==> src/rtl/ila_trigger_gen_pkg.sv <==
// ----------------------------------------------------------------------------
// ila_trigger_gen_pkg
// Shared constants and encodings for the ILA trigger qualifier. The mode and
// state encodings are also used by the stop/holdoff block and the bench, so
// they live here rather than inside the trigger RTL.
//   TRIG_DATA_WIDTH   default width of the probed bus, pattern and mask
//   TRIG_COUNT_WIDTH  default width of the consecutive-hit counter
//   trig_mode_t       LEVEL / RISING / FALLING / CHANGE compare modes
//   trig_state_t      IDLE / WAIT_PRIMED / ARMED / FIRED, as seen on o_state
// ----------------------------------------------------------------------------
package ila_trigger_gen_pkg;

   localparam int TRIG_DATA_WIDTH  = 8;
   localparam int TRIG_COUNT_WIDTH = 8;

   typedef enum logic [1:0] {
      TRIG_MODE_LEVEL   = 2'b00,
      TRIG_MODE_RISING  = 2'b01,
      TRIG_MODE_FALLING = 2'b10,
      TRIG_MODE_CHANGE  = 2'b11
   } trig_mode_t;

   typedef enum logic [1:0] {
      TRIG_ST_IDLE        = 2'd0,
      TRIG_ST_WAIT_PRIMED = 2'd1,
      TRIG_ST_ARMED       = 2'd2,
      TRIG_ST_FIRED       = 2'd3
   } trig_state_t;

endpackage

==> src/rtl/ila_trigger_gen_match.sv <==
// ----------------------------------------------------------------------------
// ila_trigger_match
// Sample pipeline and masked compare for the trigger qualifier. Registers the
// probed bus (d_q) and keeps the previous sample (d_p), evaluates the selected
// compare mode and presents a registered hit one cycle later.
//   clk, reset    system clock, synchronous active-high reset
//   i_data        probed bus
//   i_pattern     latched compare value
//   i_mask        latched participation mask (1 = bit is compared)
//   i_mode        latched compare mode
//   i_sample_en   1 when the sample taken on this edge belongs to ARMED
//   o_hit         registered hit, qualified by i_sample_en
// ----------------------------------------------------------------------------
module ila_trigger_match
   import ila_trigger_gen_pkg::*;
#(
   parameter int DATA_WIDTH = TRIG_DATA_WIDTH
) (
   input  logic                  clk,
   input  logic                  reset,
   input  logic [DATA_WIDTH-1:0] i_data,
   input  logic [DATA_WIDTH-1:0] i_pattern,
   input  logic [DATA_WIDTH-1:0] i_mask,
   input  trig_mode_t            i_mode,
   input  logic                  i_sample_en,
   output logic                  o_hit
);

   logic [DATA_WIDTH-1:0] d_q;
   logic [DATA_WIDTH-1:0] d_p;
   logic                  q_valid;     // d_q was sampled while ARMED
   logic                  prev_valid;  // d_p was sampled while ARMED
   logic                  eq_q;
   logic                  eq_p;
   logic                  changed;
   logic                  hit;

   // NOTE: every signal written here gets a default first, so no path can
   // leave it unassigned and infer a latch.
   always_comb begin
      eq_q    = ((d_q ^ i_pattern) & i_mask) == '0;
      eq_p    = ((d_p ^ i_pattern) & i_mask) == '0;
      changed = ((d_q ^ d_p) & i_mask) != '0;
      hit     = 1'b0;
      case (i_mode)
         TRIG_MODE_LEVEL:   hit = q_valid & eq_q;
         TRIG_MODE_RISING:  hit = q_valid & prev_valid & !eq_p & eq_q;
         TRIG_MODE_FALLING: hit = q_valid & prev_valid & eq_p & !eq_q;
         TRIG_MODE_CHANGE:  hit = q_valid & prev_valid & changed;
      endcase
   end

   // NOTE: state is updated with non-blocking assignments so d_p picks up the
   // old d_q, not the value being written on the same edge.
   always_ff @(posedge clk) begin
      if (reset) begin
         d_q        <= '0;
         d_p        <= '0;
         q_valid    <= 1'b0;
         prev_valid <= 1'b0;
         o_hit      <= 1'b0;
      end else begin
         d_q        <= i_data;
         d_p        <= d_q;
         // Validity follows the samples down the pipe, so edge/change modes
         // only compare two samples that were both taken in ARMED.
         q_valid    <= i_sample_en;
         prev_valid <= q_valid & i_sample_en;
         o_hit      <= hit & i_sample_en;
      end
   end

endmodule

==> src/rtl/ila_trigger_gen.sv <==
// ----------------------------------------------------------------------------
// ila_trigger_gen
// Trigger qualifier ahead of the ILA capture top. Latches a pattern/mask/mode
// on arm, waits for the capture buffer to report primed, then searches the
// probed bus and raises a held trigger on a qualified hit or a forced fire.
//   clk, reset      system clock, synchronous active-high reset
//   i_data          probed signals
//   i_pattern       compare value (latched on arm)
//   i_mask          compare mask, 1 = bit participates (latched on arm)
//   i_mode          00 LEVEL, 01 RISING, 10 FALLING, 11 CHANGE (latched on arm)
//   i_match_count   LEVEL consecutive hits required, 0 behaves as 1
//   i_arm           pulse: start a search from IDLE
//   i_disarm        pulse: abort from any state, wins over arm/force
//   i_force         pulse: fire now from WAIT_PRIMED or ARMED
//   i_primed        capture buffer primed flag
//   o_trigger       registered trigger, held high while FIRED
//   o_armed         registered, high while ARMED
//   o_state         current state encoding (trig_state_t)
// Latency: a qualifying sample on edge N raises o_trigger on edge N+2.
// ----------------------------------------------------------------------------
module ila_trigger_gen
   import ila_trigger_gen_pkg::*;
#(
   parameter int DATA_WIDTH  = TRIG_DATA_WIDTH,
   parameter int COUNT_WIDTH = TRIG_COUNT_WIDTH
) (
   input  logic                   clk,
   input  logic                   reset,
   input  logic [DATA_WIDTH-1:0]  i_data,
   input  logic [DATA_WIDTH-1:0]  i_pattern,
   input  logic [DATA_WIDTH-1:0]  i_mask,
   input  logic [1:0]             i_mode,
   input  logic [COUNT_WIDTH-1:0] i_match_count,
   input  logic                   i_arm,
   input  logic                   i_disarm,
   input  logic                   i_force,
   input  logic                   i_primed,
   output logic                   o_trigger,
   output logic                   o_armed,
   output logic [1:0]             o_state
);

   trig_state_t            state;
   trig_state_t            state_nxt;
   trig_mode_t             mode_q;
   logic [DATA_WIDTH-1:0]  pattern_q;
   logic [DATA_WIDTH-1:0]  mask_q;
   logic [COUNT_WIDTH-1:0] need_q;       // max(i_match_count, 1)
   logic [COUNT_WIDTH-1:0] hit_cnt;
   logic [COUNT_WIDTH-1:0] hit_cnt_nxt;
   logic [COUNT_WIDTH:0]   cnt_plus1;    // one bit wider so all-ones + 1 compares correctly
   logic                   level_done;
   logic                   hit;

   ila_trigger_match #(
      .DATA_WIDTH (DATA_WIDTH)
   ) u_match (
      .clk         (clk),
      .reset       (reset),
      .i_data      (i_data),
      .i_pattern   (pattern_q),
      .i_mask      (mask_q),
      .i_mode      (mode_q),
      .i_sample_en (state_nxt == TRIG_ST_ARMED),
      .o_hit       (hit)
   );

   assign cnt_plus1  = {1'b0, hit_cnt} + (COUNT_WIDTH + 1)'(1);
   assign level_done = cnt_plus1 >= {1'b0, need_q};
   assign o_state    = state;

   always_comb begin
      state_nxt   = state;
      hit_cnt_nxt = hit_cnt;
      if (i_disarm) begin
         state_nxt   = TRIG_ST_IDLE;
         hit_cnt_nxt = '0;
      end else begin
         case (state)
            TRIG_ST_IDLE: begin
               hit_cnt_nxt = '0;
               if (i_arm) state_nxt = TRIG_ST_WAIT_PRIMED;
            end
            TRIG_ST_WAIT_PRIMED: begin
               hit_cnt_nxt = '0;
               if (i_force)       state_nxt = TRIG_ST_FIRED;
               else if (i_primed) state_nxt = TRIG_ST_ARMED;
            end
            TRIG_ST_ARMED: begin
               if (i_force) begin
                  state_nxt   = TRIG_ST_FIRED;
                  hit_cnt_nxt = '0;
               end else if (!i_primed) begin
                  // Buffer lost its primed status: restart the search cleanly.
                  state_nxt   = TRIG_ST_WAIT_PRIMED;
                  hit_cnt_nxt = '0;
               end else if (!hit) begin
                  hit_cnt_nxt = '0;
               end else if (mode_q != TRIG_MODE_LEVEL || level_done) begin
                  state_nxt   = TRIG_ST_FIRED;
                  hit_cnt_nxt = '0;
               end else if (hit_cnt != '1) begin
                  hit_cnt_nxt = hit_cnt + COUNT_WIDTH'(1);
               end
            end
            TRIG_ST_FIRED: begin
               hit_cnt_nxt = '0;
            end
         endcase
      end
   end

   always_ff @(posedge clk) begin
      if (reset) begin
         state     <= TRIG_ST_IDLE;
         o_trigger <= 1'b0;
         o_armed   <= 1'b0;
         hit_cnt   <= '0;
         mode_q    <= TRIG_MODE_LEVEL;
         pattern_q <= '0;
         mask_q    <= '0;
         need_q    <= '0;
      end else begin
         state     <= state_nxt;
         o_trigger <= (state_nxt == TRIG_ST_FIRED);
         o_armed   <= (state_nxt == TRIG_ST_ARMED);
         hit_cnt   <= hit_cnt_nxt;
         // Configuration is only captured on an accepted arm.
         if (state == TRIG_ST_IDLE && i_arm && !i_disarm) begin
            mode_q    <= trig_mode_t'(i_mode);
            pattern_q <= i_pattern;
            mask_q    <= i_mask;
            need_q    <= (i_match_count == '0) ? COUNT_WIDTH'(1) : i_match_count;
         end
      end
   end

endmodule

==> config.mk <==
export PLATFORM = sky130hd
export DESIGN_NAME = ila_trigger_gen
export DESIGN_NICKNAME = d
export VERILOG_FILES = /design/src/rtl/ila_trigger_gen_pkg.sv /design/src/rtl/ila_trigger_gen_match.sv /design/src/rtl/ila_trigger_gen.sv
export SDC_FILE = /design/constraint.sdc
export NUM_CORES = 1
export LEC_CHECK = 0
export CAP_MARGIN = 25
export CORE_MARGIN = 1
export CORE_UTILIZATION = 50
export CTS_CLUSTER_DIAMETER = 60
export DETAILED_ROUTE_END_ITERATION = 8
export DONT_BUFFER_PORTS = 1
export PLACE_DENSITY = 0.66
export SETUP_SLACK_MARGIN = 0.3
export SYNTH_ARGS = -nofsm -noshare
export SYNTH_HDL_FRONTEND = slang
export SYNTH_SLANG_ARGS = --single-unit
==> constraint.sdc <==
create_clock -name clk -period 2.7 [get_ports clk]
set_input_delay 0.675 -clock clk [delete_from_list [all_inputs] [get_ports clk]]
set_output_delay 0.675 -clock clk [all_outputs]
set_load 0.01 [all_outputs]
==> summary.md <==
| Metric | Value |
|---|---|
| Post-Layout Cell Count | 346 |
| CTS sink cnt | 56 |
| Total die area | 0.00528 mm^2 |
| Highest Signal Layer | met4 |
| Synth top area cells | dfxtp_1 45%, xor2_1 9.5%, nand2_1 8.3% |
| DR DRC count | 0 |
| Die Width | 72.7 um |
| Crit start category | flop |
| Global-route wire length before repair | 7.91 mm |
| Final hold violations | 0 |
| Fin Clk Skew | 0.00579 ns |
| Layout area overhead | 8.27% |
| Max VDD drop | 307 uV |
| Share of async-settable or async-resettable flops after synthesis | 0% |
| LEAKAGE | 0.00108 uW |
| MaxCap Viol Count | 0 |
| Worst Setup End Kind | flop |
| Worst-Margin Slew | 0.511 ns |
| CTS Buf Count | 5 |
| CP max FO | 8 |
| Initial DRC Count | 99 |
| CP Data Arrival Time | 2.59 ns |
| H-tree depth | 2 |
| Placed cell areas | 0.00255 mm^2 |
| FILL cells | 468 |
| First drt pass iteration count | 4 |
| Area leader, netlist | dfxtp_1 |
| Crit Path Category | reg -> reg |
| Routability cong. | 0.844 |
| Pins over their slew limit | 0 |
| Yosys warns | 0 |
| Power per cell area | 547 mW/mm^2 |
| Period utilization | 86.7% |
| Starting Density | 52.5% |
| Routed vias | 1796 |
| Gate Count Post-Synth | 278 |
| Clk root buf | clkbuf_8 |
| IO Count | 44 |
| FF/Latch Area | 0.00113 mm^2 |
| Ant. Diodes | 0 |
| Post-DP HPWL | 3.40 mm |
| Vias in the first global route | 1750 |
| Antenna violation net count after detailed routing | 0 |
| Routed length on met1 | 2.29 mm |
| Post-synth cell types | 45 |
| WL final | 4.83 mm |
| WL/cell | 14.0 um |
| Pin count of the biggest net entering global routing | 45 |
| Core area | 0.00475 mm^2 |
| Setup_tns | 0 ns |
| Length of routed met3 wiring | 261 um |
| GRT overflow | 0 |
| Clk Latency, worst-skew pair | 0.31 ns |
| Slack of the critical path | 0.360 ns |
| Number of synthesized flops with an enable pin | 0 |
| Place WS | 0.205 ns |
| Clk slew on worst S/H paths | 0.09 ns |
| Final setup violation count | 0 |
| Status | completed |
| Crit path time final | 2.34 ns |
| Initial antenna violation count | 0 |
| GRT Util Overall | 19.8% |
| NumNets Final | 327 |
| Hold Crit Class | in -> reg |
| Mapped Nets | 327 |
| Ratio of cells with drive above 1 in the final layout | 13.3% |
| RSZ-0062 raised after global routing | no |
| Met2 WL | 2.18 mm |
| CP Data Required Time | 2.95 ns |
| Post-Syn Area per Cell | 8.98 um^2 |
| Fmax | 427 MHz |
| Post-synth top flop | dfxtp_1 |
| Row cnt | 25 |
| Chip height | 72.7 um |
| Synth Register Bits | 56 |
| Synth top area share | 44.9% |
| CTS Buffer Depth | 2 |
| DP Cell Count | 336 |
| Post-Synthesis Cell Area | 0.00250 mm^2 |
| TritonCTS clock tree | done |
| Slew headroom | 65.7% |
| PortBufs | 0 |
| Post-route cell area | 0.00270 mm^2 |
| Area occupied by multi-input gates | 0.00134 mm^2 |
| Via density | 5.19 |
| Seq/Total Area, Yosys | 44.9% |
==> per-layer routing <==
layer | up-vias | GRT usage (%)
met1 | 813 | 26.1
li1 | 932 | -
met2 | 41 | 30.5
met3 | 10 | 5.52
met4 | 0 | 8.06
met5 | - | 0
==> critical path, cell delays in order (launching register included) <==
cell and delay [ns]:
dfxtp_2 0.36, and3_4 0.18, and3_4 0.19, nand3_2 0.10, xnor2_2 0.16, ha_1 0.32
and3_4 0.19, o21ai_1 0.09, o21ai_2 0.10, or3_4 0.46, nor2b_2 0.12
==> layout make-up <==
type | instances | share of cell area (%)
tap | 67 | 3.10
timing repair buffer | 4 | 1.11
multi-input combinational | 202 | 49.6
clock buffer | 8 | 3.33
inverter | 9 | 1.25
sequential | 56 | 41.6
==> registers in the layout, summed over array words and instances, names as in the netlist <==
register            count
u_match.d_p             8
o_state                 2
u_match.prev_valid      1
hit_cnt                 8
pattern_q               8
u_match.q_valid         1
mode_q                  2
u_match.o_hit           1
u_match.d_q             8
o_trigger               1
mask_q                  8
need_q                  8
==> repair_timing <==
action / CTS / global route
pin swaps: 0 / 3
gates cloned: 0 / 0
gates resized for setup: 1 / 13
setup buffers: 0 / 2
setup endpoints to repair: 8 / 13
hold buffers: 0 / 0
==> per-stage QoR <==
stage / power, uW / utilization [%] / hold WS (ns)
finish: 1480 / 56.9 / 0.422
global route: 1560 / 56.9 / 0.407
CTS: 1490 / 55.6 / 0.415
detailed placement: 1020 / 53.6 / 0.441
global placement: 1020 / 53.6 / 0.437
floorplan: 1000 / - / 0.436
==> report_power, final <==
group,internal (uW),total (uW),switching (uW)
clock,210,467,257
combinational,59.2,123,63.4
sequential,858,888,30.8
total,1130,1480,351
==> cell families (layout without fill, tap and decap cells) <==
logic type / Yosys count / after routing / synth area share [%]
adder cells (fa/ha/maj): 9 / 9 / 4.51
multiplexers: 1 / 1 / 0.401
AND/OR/NAND/NOR: 112 / 112 / 23.6
XOR/XNOR: 30 / 30 / 10.5
AO/OA/AOI/OAI: 50 / 50 / 12.6
buffers and inverters: 20 / 21 / 3.46
flip-flops: 56 / 56 / 44.9
==> worst paths after layout <==
path | cells after the start | slack (ns) | startpoint | endpoint
worst max-delay path | 10 | 0.36 | hit_cnt[2] | hit_cnt[3]
worst min-delay path | 1 | 0.42 | reset | pattern_q[3]
worst max register to register | 10 | 0.36 | hit_cnt[2] | hit_cnt[3]
worst min register to register | 2 | 0.45 | need_q[3] | need_q[3]
==> layout by cell type, fill, tap and decap left out, drive strengths merged, types with 2 or more instances in the layout <==
master  instances
and4            2
and2            2
a22oi           8
nor2b          23
ha              9
o22ai           2
nand2          55
dfxtp          56
nor2            7
buf             4
xnor2           3
nand3           7
xor2           27
clkbuf          8
a21oi          27
and3            6
o21ai           2
inv             9
a21o            2
==> synth_stat cells, types with 3 or more instances <==
cell type  instances
inv_1              9
nor2b_2            6
buf_2              3
dfxtp_1           56
nor2b_1           17
xor2_1            27
nand3_1            5
a22oi_1            8
xnor2_1            3
and3_1             5
ha_1               9
a21oi_1           27
nor2_1             5
nand2_1           55
clkbuf_1           7
Note: power is estimated with default switching activity, not from simulation.
